### config.mk
export PLATFORM = sky130hd
export DESIGN_NAME = mips_exec_ctrl
export DESIGN_NICKNAME = d
export VERILOG_FILES = /design/src/rtl/mips_ctrl_pkg.sv /design/src/rtl/alu_core.sv /design/src/rtl/mips_exec_ctrl.sv
export SDC_FILE = /design/constraint.sdc
export NUM_CORES = 1
export LEC_CHECK = 0
export CAP_MARGIN = 20
export CORE_MARGIN = 3
export CORE_UTILIZATION = 30
export DETAILED_ROUTE_END_ITERATION = 12
export PLACE_DENSITY = 0.56
export SKIP_CTS_REPAIR_TIMING = 1
export SYNTH_ARGS = -nofsm -noshare
export SYNTH_HDL_FRONTEND = slang
export SYNTH_HIERARCHICAL = 1
export SYNTH_SLANG_ARGS = --single-unit
export TNS_END_PERCENT = 30
### constraint.sdc
create_clock -name clk -period 2.1 [get_ports clk]
set_input_delay 0.42 -clock clk [delete_from_list [all_inputs] [get_ports clk]]
set_output_delay 0.42 -clock clk [all_outputs]
set_load 0.005 [all_outputs]
### src/rtl/mips_ctrl_pkg.sv
// Shared encodings for the MIPS32 execute-stage control slice.
package mips_ctrl_pkg;

  localparam int unsigned WIDTH_DEF = 32;

  // Main opcodes, instr[31:26]
  localparam logic [5:0] OP_RTYPE = 6'b000000;
  localparam logic [5:0] OP_LW    = 6'b100011;
  localparam logic [5:0] OP_SW    = 6'b101011;
  localparam logic [5:0] OP_BEQ   = 6'b000100;
  localparam logic [5:0] OP_ADDI  = 6'b001000;
  localparam logic [5:0] OP_ANDI  = 6'b001100;
  localparam logic [5:0] OP_ORI   = 6'b001101;
  localparam logic [5:0] OP_SLTI  = 6'b001010;
  localparam logic [5:0] OP_J     = 6'b000010;

  // R-type function codes, instr[5:0]
  localparam logic [5:0] FN_ADD = 6'b100000;
  localparam logic [5:0] FN_SUB = 6'b100010;
  localparam logic [5:0] FN_AND = 6'b100100;
  localparam logic [5:0] FN_OR  = 6'b100101;
  localparam logic [5:0] FN_XOR = 6'b100110;
  localparam logic [5:0] FN_NOR = 6'b100111;
  localparam logic [5:0] FN_SLT = 6'b101010;

  // ALU operation class produced by the main decoder
  localparam logic [2:0] AOP_ADD   = 3'b000;
  localparam logic [2:0] AOP_SUB   = 3'b001;
  localparam logic [2:0] AOP_FUNCT = 3'b010;
  localparam logic [2:0] AOP_AND   = 3'b011;
  localparam logic [2:0] AOP_OR    = 3'b100;
  localparam logic [2:0] AOP_SLT   = 3'b101;

  // ALU function select
  localparam logic [2:0] SEL_AND = 3'b000;
  localparam logic [2:0] SEL_OR  = 3'b001;
  localparam logic [2:0] SEL_ADD = 3'b010;
  localparam logic [2:0] SEL_XOR = 3'b011;
  localparam logic [2:0] SEL_NOR = 3'b100;
  localparam logic [2:0] SEL_SUB = 3'b110;
  localparam logic [2:0] SEL_SLT = 3'b111;

endpackage

### src/rtl/alu_core.sv
// Combinational 32-bit ALU; operand order is b op a (b = rs, a = rt/imm).
module alu_core
  import mips_ctrl_pkg::*;
#(
  parameter int unsigned WIDTH = WIDTH_DEF
) (
  input  logic [WIDTH-1:0] a,
  input  logic [WIDTH-1:0] b,
  input  logic [2:0]       sel,
  output logic [WIDTH-1:0] result
);

  // Function select; unused code 101 yields zero, add/sub wrap silently
  always_comb begin
    result = '0;
    unique case (sel)
      SEL_AND: result = b & a;
      SEL_OR:  result = b | a;
      SEL_ADD: result = b + a;
      SEL_XOR: result = b ^ a;
      SEL_NOR: result = ~(b | a);
      SEL_SUB: result = b - a;
      SEL_SLT: result = ($signed(b) < $signed(a)) ? {{(WIDTH-1){1'b0}}, 1'b1} : '0;
      default: result = '0;
    endcase
  end

endmodule

### src/rtl/mips_exec_ctrl.sv
// MIPS32 control slice: main decoder, ALU-control decoder, ALU and EX register.
// Decode outputs are combinational; ALU result, zero and illegal flags are registered.
module mips_exec_ctrl
  import mips_ctrl_pkg::*;
#(
  parameter int unsigned WIDTH = WIDTH_DEF
) (
  input  logic             clk,
  input  logic             rst_n,
  input  logic             en,
  input  logic [5:0]       opCode,
  input  logic [5:0]       funct,
  input  logic [WIDTH-1:0] a,
  input  logic [WIDTH-1:0] b,
  output logic             regDst,
  output logic             branch,
  output logic             memRead,
  output logic             memtoReg,
  output logic             memWrite,
  output logic             aluSrc,
  output logic             regWrite,
  output logic             jump,
  output logic [2:0]       aluOp,
  output logic [2:0]       aluSel,
  output logic [WIDTH-1:0] out,
  output logic             zeroFlag,
  output logic             illegal
);

  // {regDst,aluSrc,memtoReg,regWrite,memRead,memWrite,branch,jump}
  logic [7:0]       ctrl;
  logic             op_bad;
  logic             fn_bad;
  logic [WIDTH-1:0] alu_res;
  logic [WIDTH-1:0] out_q, out_d;
  logic             zero_q, zero_d;
  logic             ill_q, ill_d;

  // Main opcode decoder
  always_comb begin
    ctrl   = 8'b0000_0000;
    aluOp  = AOP_ADD;
    op_bad = 1'b0;
    unique case (opCode)
      OP_RTYPE: begin ctrl = 8'b1001_0000; aluOp = AOP_FUNCT; end
      OP_LW:    begin ctrl = 8'b0111_1000; aluOp = AOP_ADD;   end
      OP_SW:    begin ctrl = 8'b0100_0100; aluOp = AOP_ADD;   end
      OP_BEQ:   begin ctrl = 8'b0000_0010; aluOp = AOP_SUB;   end
      OP_ADDI:  begin ctrl = 8'b0101_0000; aluOp = AOP_ADD;   end
      OP_ANDI:  begin ctrl = 8'b0101_0000; aluOp = AOP_AND;   end
      OP_ORI:   begin ctrl = 8'b0101_0000; aluOp = AOP_OR;    end
      OP_SLTI:  begin ctrl = 8'b0101_0000; aluOp = AOP_SLT;   end
      OP_J:     begin ctrl = 8'b0000_0001; aluOp = AOP_ADD;   end
      default:  op_bad = 1'b1;
    endcase
  end

  assign {regDst, aluSrc, memtoReg, regWrite, memRead, memWrite, branch, jump} = ctrl;

  // ALU-control decoder; unknown R-type funct falls back to ADD and flags illegal
  always_comb begin
    aluSel = SEL_ADD;
    fn_bad = 1'b0;
    unique case (aluOp)
      AOP_ADD: aluSel = SEL_ADD;
      AOP_SUB: aluSel = SEL_SUB;
      AOP_AND: aluSel = SEL_AND;
      AOP_OR:  aluSel = SEL_OR;
      AOP_SLT: aluSel = SEL_SLT;
      AOP_FUNCT: begin
        unique case (funct)
          FN_ADD:  aluSel = SEL_ADD;
          FN_SUB:  aluSel = SEL_SUB;
          FN_AND:  aluSel = SEL_AND;
          FN_OR:   aluSel = SEL_OR;
          FN_XOR:  aluSel = SEL_XOR;
          FN_NOR:  aluSel = SEL_NOR;
          FN_SLT:  aluSel = SEL_SLT;
          default: begin aluSel = SEL_ADD; fn_bad = 1'b1; end
        endcase
      end
      default: aluSel = SEL_ADD;
    endcase
  end

  alu_core #(.WIDTH(WIDTH)) u_alu (
    .a      (a),
    .b      (b),
    .sel    (aluSel),
    .result (alu_res)
  );

  // EX register next state: capture on enable, otherwise hold
  always_comb begin
    out_d  = out_q;
    zero_d = zero_q;
    ill_d  = ill_q;
    if (en) begin
      out_d  = alu_res;
      zero_d = (alu_res == '0);
      ill_d  = op_bad | fn_bad;
    end
  end

  // EX register; zero flag clears on reset so no branch is taken out of reset
  always_ff @(posedge clk or negedge rst_n) begin
    if (!rst_n) begin
      out_q  <= '0;
      zero_q <= 1'b0;
      ill_q  <= 1'b0;
    end else begin
      out_q  <= out_d;
      zero_q <= zero_d;
      ill_q  <= ill_d;
    end
  end

  assign out      = out_q;
  assign zeroFlag = zero_q;
  assign illegal  = ill_q;

endmodule

==> results of run 1 <==
## cells in the mapped netlist (all sizes together), types with 18 or more instances
master / instances
nor3: 25
inv: 104
mux2: 33
a21oi: 84
nor2: 98
a211oi: 21
buf: 21
nand2: 58
o21ai: 61
ha: 100
o221ai: 20
a21o: 21
mux2i: 18
clkbuf: 35
a22oi: 19
dfrtp: 34
## how the worst max path moves through the flow
stage	to	cells after the start
finish	zeroFlag$_DFFE_PN0P_	18
detailed placement	zeroFlag$_DFFE_PN0P_	17
global placement	zeroFlag$_DFFE_PN0P_	17
global route	zeroFlag$_DFFE_PN0P_	16
CTS	zeroFlag$_DFFE_PN0P_	17
floorplan	zeroFlag$_DFFE_PN0P_	12
## report_power, final
group          internal [mW]  leakage [nW]  switching, mW
sequential             0.805         0.398         0.0773
clock                  0.714        0.0971          0.349
combinational           2.01          6.01           1.74
total                   3.53          6.51           2.17
## sequential cells by signal, summed over array words and instances (netlist names)
signal / flops
zeroFlag: 1
out: 32
illegal: 1
## layout make-up
type	count	area, sq um
Multi-Input combinational cell	778	7080
Inverter	105	423
Tap cell	313	392
Sequential cell	34	851
Fill cell	1994	9420
Clock buffer	6	139
Timing Repair Buffer	537	4550
Clock inverter	2	60.1
## through the flow
stage | TNS (ns) | cells | hold WS [ns]
6_report | -29.83 | 1775 | 0.0689
5_1_grt | -32.84 | 1775 | 0.0854
4_1_cts | -54.05 | 1728 | 0.0789
3_5_place_dp | -63.76 | 1720 | 0.402
3_3_place_gp | -64.10 | 1720 | 0.407
2_1_floorplan | -22.08 | 973 | 0.124
## cells in the final DEF (no fill, tap or decap), types with 34 or more instances in the layout
master           instances
inv_2                   34
nand2_1                 53
dfrtp_1                 34
inv_1                   64
buf_4                  377
a21oi_1                 58
clkdlybuf4s50_1         65
nor2_1                  81
ha_1                    68
dlymetal6s2s_1          42
buf_6                   36
## metal layers
layer  track usage, %  vias up  part of all wire [%]
met5                0        -                     0
met4             6.04        0                   2.4
met3             3.92       62                   6.7
met2             36.4      415                    48
met1             29.9     4589                    43
li1                 -     4537                     -
## cells by family after synthesis
kind of cell / share of synthesized area (%)
muxes: 8.09
DFF: 12.0
AOI/OAI and AO/OA: 33.1
xor gates and xnor gates: 0.864
and+or+nand+nor: 18.7
adders and majority gates: 18.2
buffers and inverters: 9.01
## critical path, delay by kind of cell
kind | cells | cell delay, ns
adders and majority gates | 2 | 0.58
AOI/OAI and AO/OA | 7 | 1.22
and+or+nand+nor | 6 | 1.34
buffers and inverters | 3 | 0.35
==> results.json, run 1 <==
{
  "via_count": 9603,
  "cts_num_sinks": 34,
  "drc_errors": 0,
  "die_area_sq_mm": 0.0255,
  "drive_above_1_share_pct": 48.8,
  "reg2reg_depth": 1,
  "critPathLaunchType": "input pin",
  "worst_hold_path_type": "input pin to asynchronous set/reset pin",
  "synthTopCellsByArea": "ha_1 (18%), dfrtp_1 (12%), a21oi_1 (5.9%)",
  "synth_top_cell_by_area": "ha_1",
  "syn_area_sq_mm": 0.00710,
  "path_clk_slew_ns": 0.06,
  "power.total_mw": 5.70,
  "synth-main-ff-cell": "dfrtp_1",
  "vias_per_cell": 5.41,
  "slew_viol_final": 0,
  "startpoint": "a[0]",
  "syn_inst": 973,
  "placed_cell_area_sq_mm": 0.0115,
  "worst_pin_slew_ns": 0.588,
  "io_buffers": 126,
  "endpoint_kind": "register",
  "grt_max_degree": 33,
  "synth_fp_nets": 1154,
  "ios": 127,
  "hold_viol": 0,
  "track_usage_pct": 22.1,
  "wirelength_mm": 31.9,
  "slowest_stage": "or4_1",
  "synth_top_cell_area_share_pct": 17.6,
  "fin_crit_sh_pct": 176,
  "crit-reg2reg-launch": "out[1]$_DFFE_PN0P_",
  "rows": 55,
  "cts_buffer_depth": 2,
  "utilization_pct": 58.9,
  "crit_fanout": 3,
  "criticalPathCategory": "input pin to register",
  "reg2reg_slack_ns": 1.31,
  "violations": "setup timing",
  "cts_tree": "done",
  "coreArea_sq_mm": 0.0229,
  "setup_viol_count_final": 38,
  "crit_chain": "buf_8, buf_6, ha_4, fa_2, nor2_4, o311ai_4, o21ai_4, nor4_4, o21ai_2, a21o_1, buf_6, a31oi_4, nor3b_2, o211ai_1, nor4_2, nand4_1, or4_1, o22ai_1",
  "dp_slack_ns": -2.58,
  "root_buffer": "clkbuf_16",
  "slew_headroom_pct": 60.5,
  "fp.dieH_um": 160,
  "fmax_ghz": 0.271,
  "finalCriticalPeriod_ns": 3.69,
  "skew_ns": 0,
  "cp_common_cell": "buf_6",
  "synth-seq-cells": 34,
  "power.density_mw_per_mm2": 422,
  "design_area_sq_mm": 0.0135,
  "seq_area_frac_synth_pct": 12.0,
  "rsz0062_at_grt": "yes",
  "postRouteAntennaNets": 0,
  "avgRoutedWirePerCell_um": 18.0,
  "drt_iter0_drc": 865,
  "nets": 1642,
  "h-tree-depth": 2,
  "gp_congestion": 0.962,
  "critical_path.max_stage_delay_ns": 0.49,
  "maxCapViolCount": 0,
  "power_leakage_nw": 6.51,
  "fin_ws_ns": -1.59,
  "arrival_ns": 3.92,
  "cts_buffers": 5,
  "dr.pass1.iters": 5,
  "synth_edf_count": 0,
  "ys_async_sr_fraction_pct": 100,
  "worstReg2RegEnd": "out[1]$_DFFE_PN0P_",
  "antenna_found_initial": 0,
  "place_hpwl_mm": 24.1,
  "overflow": 0,
  "start_util_pct": 31.0,
  "die_w_um": 160,
  "synth_cell_types": 75,
  "clk_latency_ns": 0.30,
  "run_status": "finished, violations left",
  "syn_area_per_cell_sq_um": 7.30,
  "grt_pass1_vias": 9118,
  "cp_data_required_time_ns": 2.33,
  "grt_pass1_wl_mm": 46.7,
  "yosysWarnings": 6,
  "num_antenna_cells": 0,
  "area_growth_pct": 90.1,
  "ir_worst_vdd_mv": 0.309
}
Note: power is estimated with default switching activity, not from simulation.
==> run 2, diff against run 1 <==
Settings changed: CAP_MARGIN 20 to 30.
==> results of run 2 <==
No change in the layout: final DEF, timing and power equal those of run 1.
==> run 3, diff against run 2 <==
Settings changed: CORE_MARGIN 3 to 4.
==> run 3 against run 2 <==
Compared with the run above: core utilization is 1.9 points lower; flip-flop and latch count unchanged; first-iteration DRC count fell by 11%; largest cell class unchanged; register-to-register slack improved by 0.02 ns; combinational power hardly changed; clock power down 21%; count of clock-buffer cells in the layout up 1; the flow still finishes with violations (setup timing); sequential power about the same; worst setup slack gained 0.025 ns; global-route usage decreased by 0.37 points; die area increased by 2.5%; sequential share of layout area grew 0.079 points.
==> results.json, run 3 (synthesis gave the netlist of run 1 again) <==
{
  "run_status": "finished, violations left",
  "violations": "setup timing",
  "cts_tree": "done",
  "via_count": 9572,
  "worst-path-buf-inv": 2,
  "antenna_found_initial": 0,
  "cts_num_sinks": 34,
  "worstReg2RegEnd": "out[10]$_DFFE_PN0P_",
  "gp_congestion": 0.978,
  "final_cell_mix": "buf_4 (378), nor2_1 (82), ha_1 (71), clkdlybuf4s50_1 (69), inv_1 (68)",
  "critPathLaunchType": "input pin",
  "slowest_stage": "o41ai_4",
  "num_antenna_cells": 0,
  "reg2reg_depth": 1,
  "hold_viol": 0,
  "pwr-share-clk_pct": 15.4,
  "cp_data_required_time_ns": 2.33,
  "seq_area_sq_um": 851,
  "path_clk_slew_ns": 0.07,
  "fillers": 2171,
  "multi_input_area_sq_mm": 0.00692,
  "cp_top_family": "compound AO/OA/AOI/OAI gates",
  "power.density_mw_per_mm2": 409,
  "critical_path.max_stage_delay_ns": 0.50,
  "setup_viol_count_final": 41,
  "placed_cell_area_sq_mm": 0.0115,
  "grt_pass1_wl_mm": 46.8,
  "internal_power_mw": 3.30,
  "drc_errors": 0,
  "grt_max_degree": 36,
  "dr.pass1.iters": 6,
  "fin_crit_sh_pct": 174,
  "postRouteAntennaNets": 0,
  "cp_common_cell": "o21ai_4",
  "nets": 1646,
  "final_common_cell": "buf_4",
  "worst_hold_path_type": "input pin to asynchronous set/reset pin",
  "fin_tns_setup_ns": -31.07,
  "finalCriticalPeriod_ns": 3.66,
  "h-tree-depth": 2,
  "die_area_sq_mm": 0.0262,
  "power.total_mw": 5.45,
  "design_area_sq_mm": 0.0133,
  "place_hpwl_mm": 23.9,
  "fp.dieH_um": 162,
  "slew_viol_final": 0,
  "fmax_ghz": 0.273,
  "overflow": 0,
  "worst_pin_slew_ns": 0.591,
  "skew_ns": 0,
  "start_util_pct": 30.3,
  "p_seq_share_pct": 16.1,
  "criticalPathCategory": "input pin to register",
  "reg2reg_slack_ns": 1.33,
  "slew_headroom_pct": 60.6,
  "arrival_ns": 3.89,
  "ios": 127,
  "switchingPower_mw": 2.15,
  "coreArea_sq_mm": 0.0234,
  "io_buffers": 126,
  "vias_per_cell": 5.36,
  "track_usage_pct": 21.7,
  "cts_buffers": 5,
  "die_w_um": 162,
  "crit-reg2reg-launch": "out[10]$_DFFE_PN0P_",
  "pwr-share-comb_pct": 68.4,
  "ir_worst_vdd_mv": 0.294,
  "rsz0062_at_grt": "yes",
  "power_leakage_nw": 6.44,
  "place_inst": 1725,
  "largest_register_ffs": 32,
  "maxCapViolCount": 0,
  "drt_iter0_drc": 766,
  "endpoint_kind": "register",
  "root_buffer": "clkbuf_16",
  "p_sw_share_pct": 39.4,
  "crit_chain": "buf_8, ha_4, inv_4, fa_2, nor2b_4, o211a_4, o21ai_4, o21ai_4, a31oi_4, o41ai_4, o41a_1, mux2_4, o22ai_4, nor4_2, nand4_1, or4_4, o22ai_2",
  "wirelength_mm": 31.4,
  "drive_above_1_share_pct": 47.8,
  "area_growth_pct": 87.8,
  "grt_pass1_vias": 9094,
  "rows": 56,
  "cts_buffer_depth": 2,
  "crit_fanout": 4,
  "dp_slack_ns": -2.46,
  "fin_ws_ns": -1.56,
  "clk_latency_ns": 0.31,
  "fin_cells": 1785,
  "avgRoutedWirePerCell_um": 17.6
}
-- run 3: cell count changes in the layout (fill, tap and decap cells not counted), sizes merged --
cell / previous run / this run
buf: 420 / 423
bufinv: 2 / 0
clkbuf: 16 / 17
clkdlybuf4s50: 65 / 69
clkinv: 1 / 2
dlymetal6s2s: 42 / 39
-- run 3: how the worst max path moves through the flow --
stage               startpoint              endpoint  slack, ns  cells past startpoint
detailed placement        b[0]  zeroFlag$_DFFE_PN0P_      -2.46                     17
floorplan            opCode[1]  zeroFlag$_DFFE_PN0P_      -1.36                     12
finish                    b[0]  zeroFlag$_DFFE_PN0P_      -1.56                     17
global placement          a[0]  zeroFlag$_DFFE_PN0P_      -2.29                     17
CTS                       b[0]  zeroFlag$_DFFE_PN0P_      -2.18                     17
global route              b[0]  zeroFlag$_DFFE_PN0P_      -1.67                     17
-- run 3: final cells by class --
class / instances / share of cell area [%]
Timing Repair Buffer: 541 / 34.4
Clock inverter: 1 / 0.0375
Clock buffer: 7 / 1.07
Inverter: 105 / 3.18
Tap cell: 319 / 2.99
Sequential cell: 34 / 6.38
Multi-Input combinational cell: 778 / 51.9
-- run 3: stage by stage --
step	hold slack, ns	util (%)
2_1_floorplan	0.124	-
3_3_place_gp	0.399	49.1
3_5_place_dp	0.405	49.1
4_1_cts	0.0819	49.7
5_1_grt	0.0822	57.0
6_report	0.0629	57.0
-- run 3: per-layer routing --
| layer | global-route usage, % | vias up | part of all wire [%] |
|---|---|---|---|
| li1 | - | 4555 | - |
| met1 | 30.2 | 4565 | 44 |
| met2 | 34.6 | 395 | 47 |
| met3 | 3.58 | 57 | 6.4 |
| met4 | 6.73 | 0 | 2.6 |
| met5 | 0 | - | 0 |
-- run 3: power by group through the flow --
| stage | clock [mW] | combinational, mW | sequential, mW |
|---|---|---|---|
| 6_report | 0.841 | 3.73 | 0.880 |
| 2_1_floorplan | 0 | 1.41 | 0.901 |
| 4_1_cts | 0.853 | 3.15 | 0.880 |
| 3_3_place_gp | 0 | 3.12 | 0.889 |
| 3_5_place_dp | 0 | 3.12 | 0.891 |
| 5_1_grt | 0.884 | 4.00 | 0.903 |
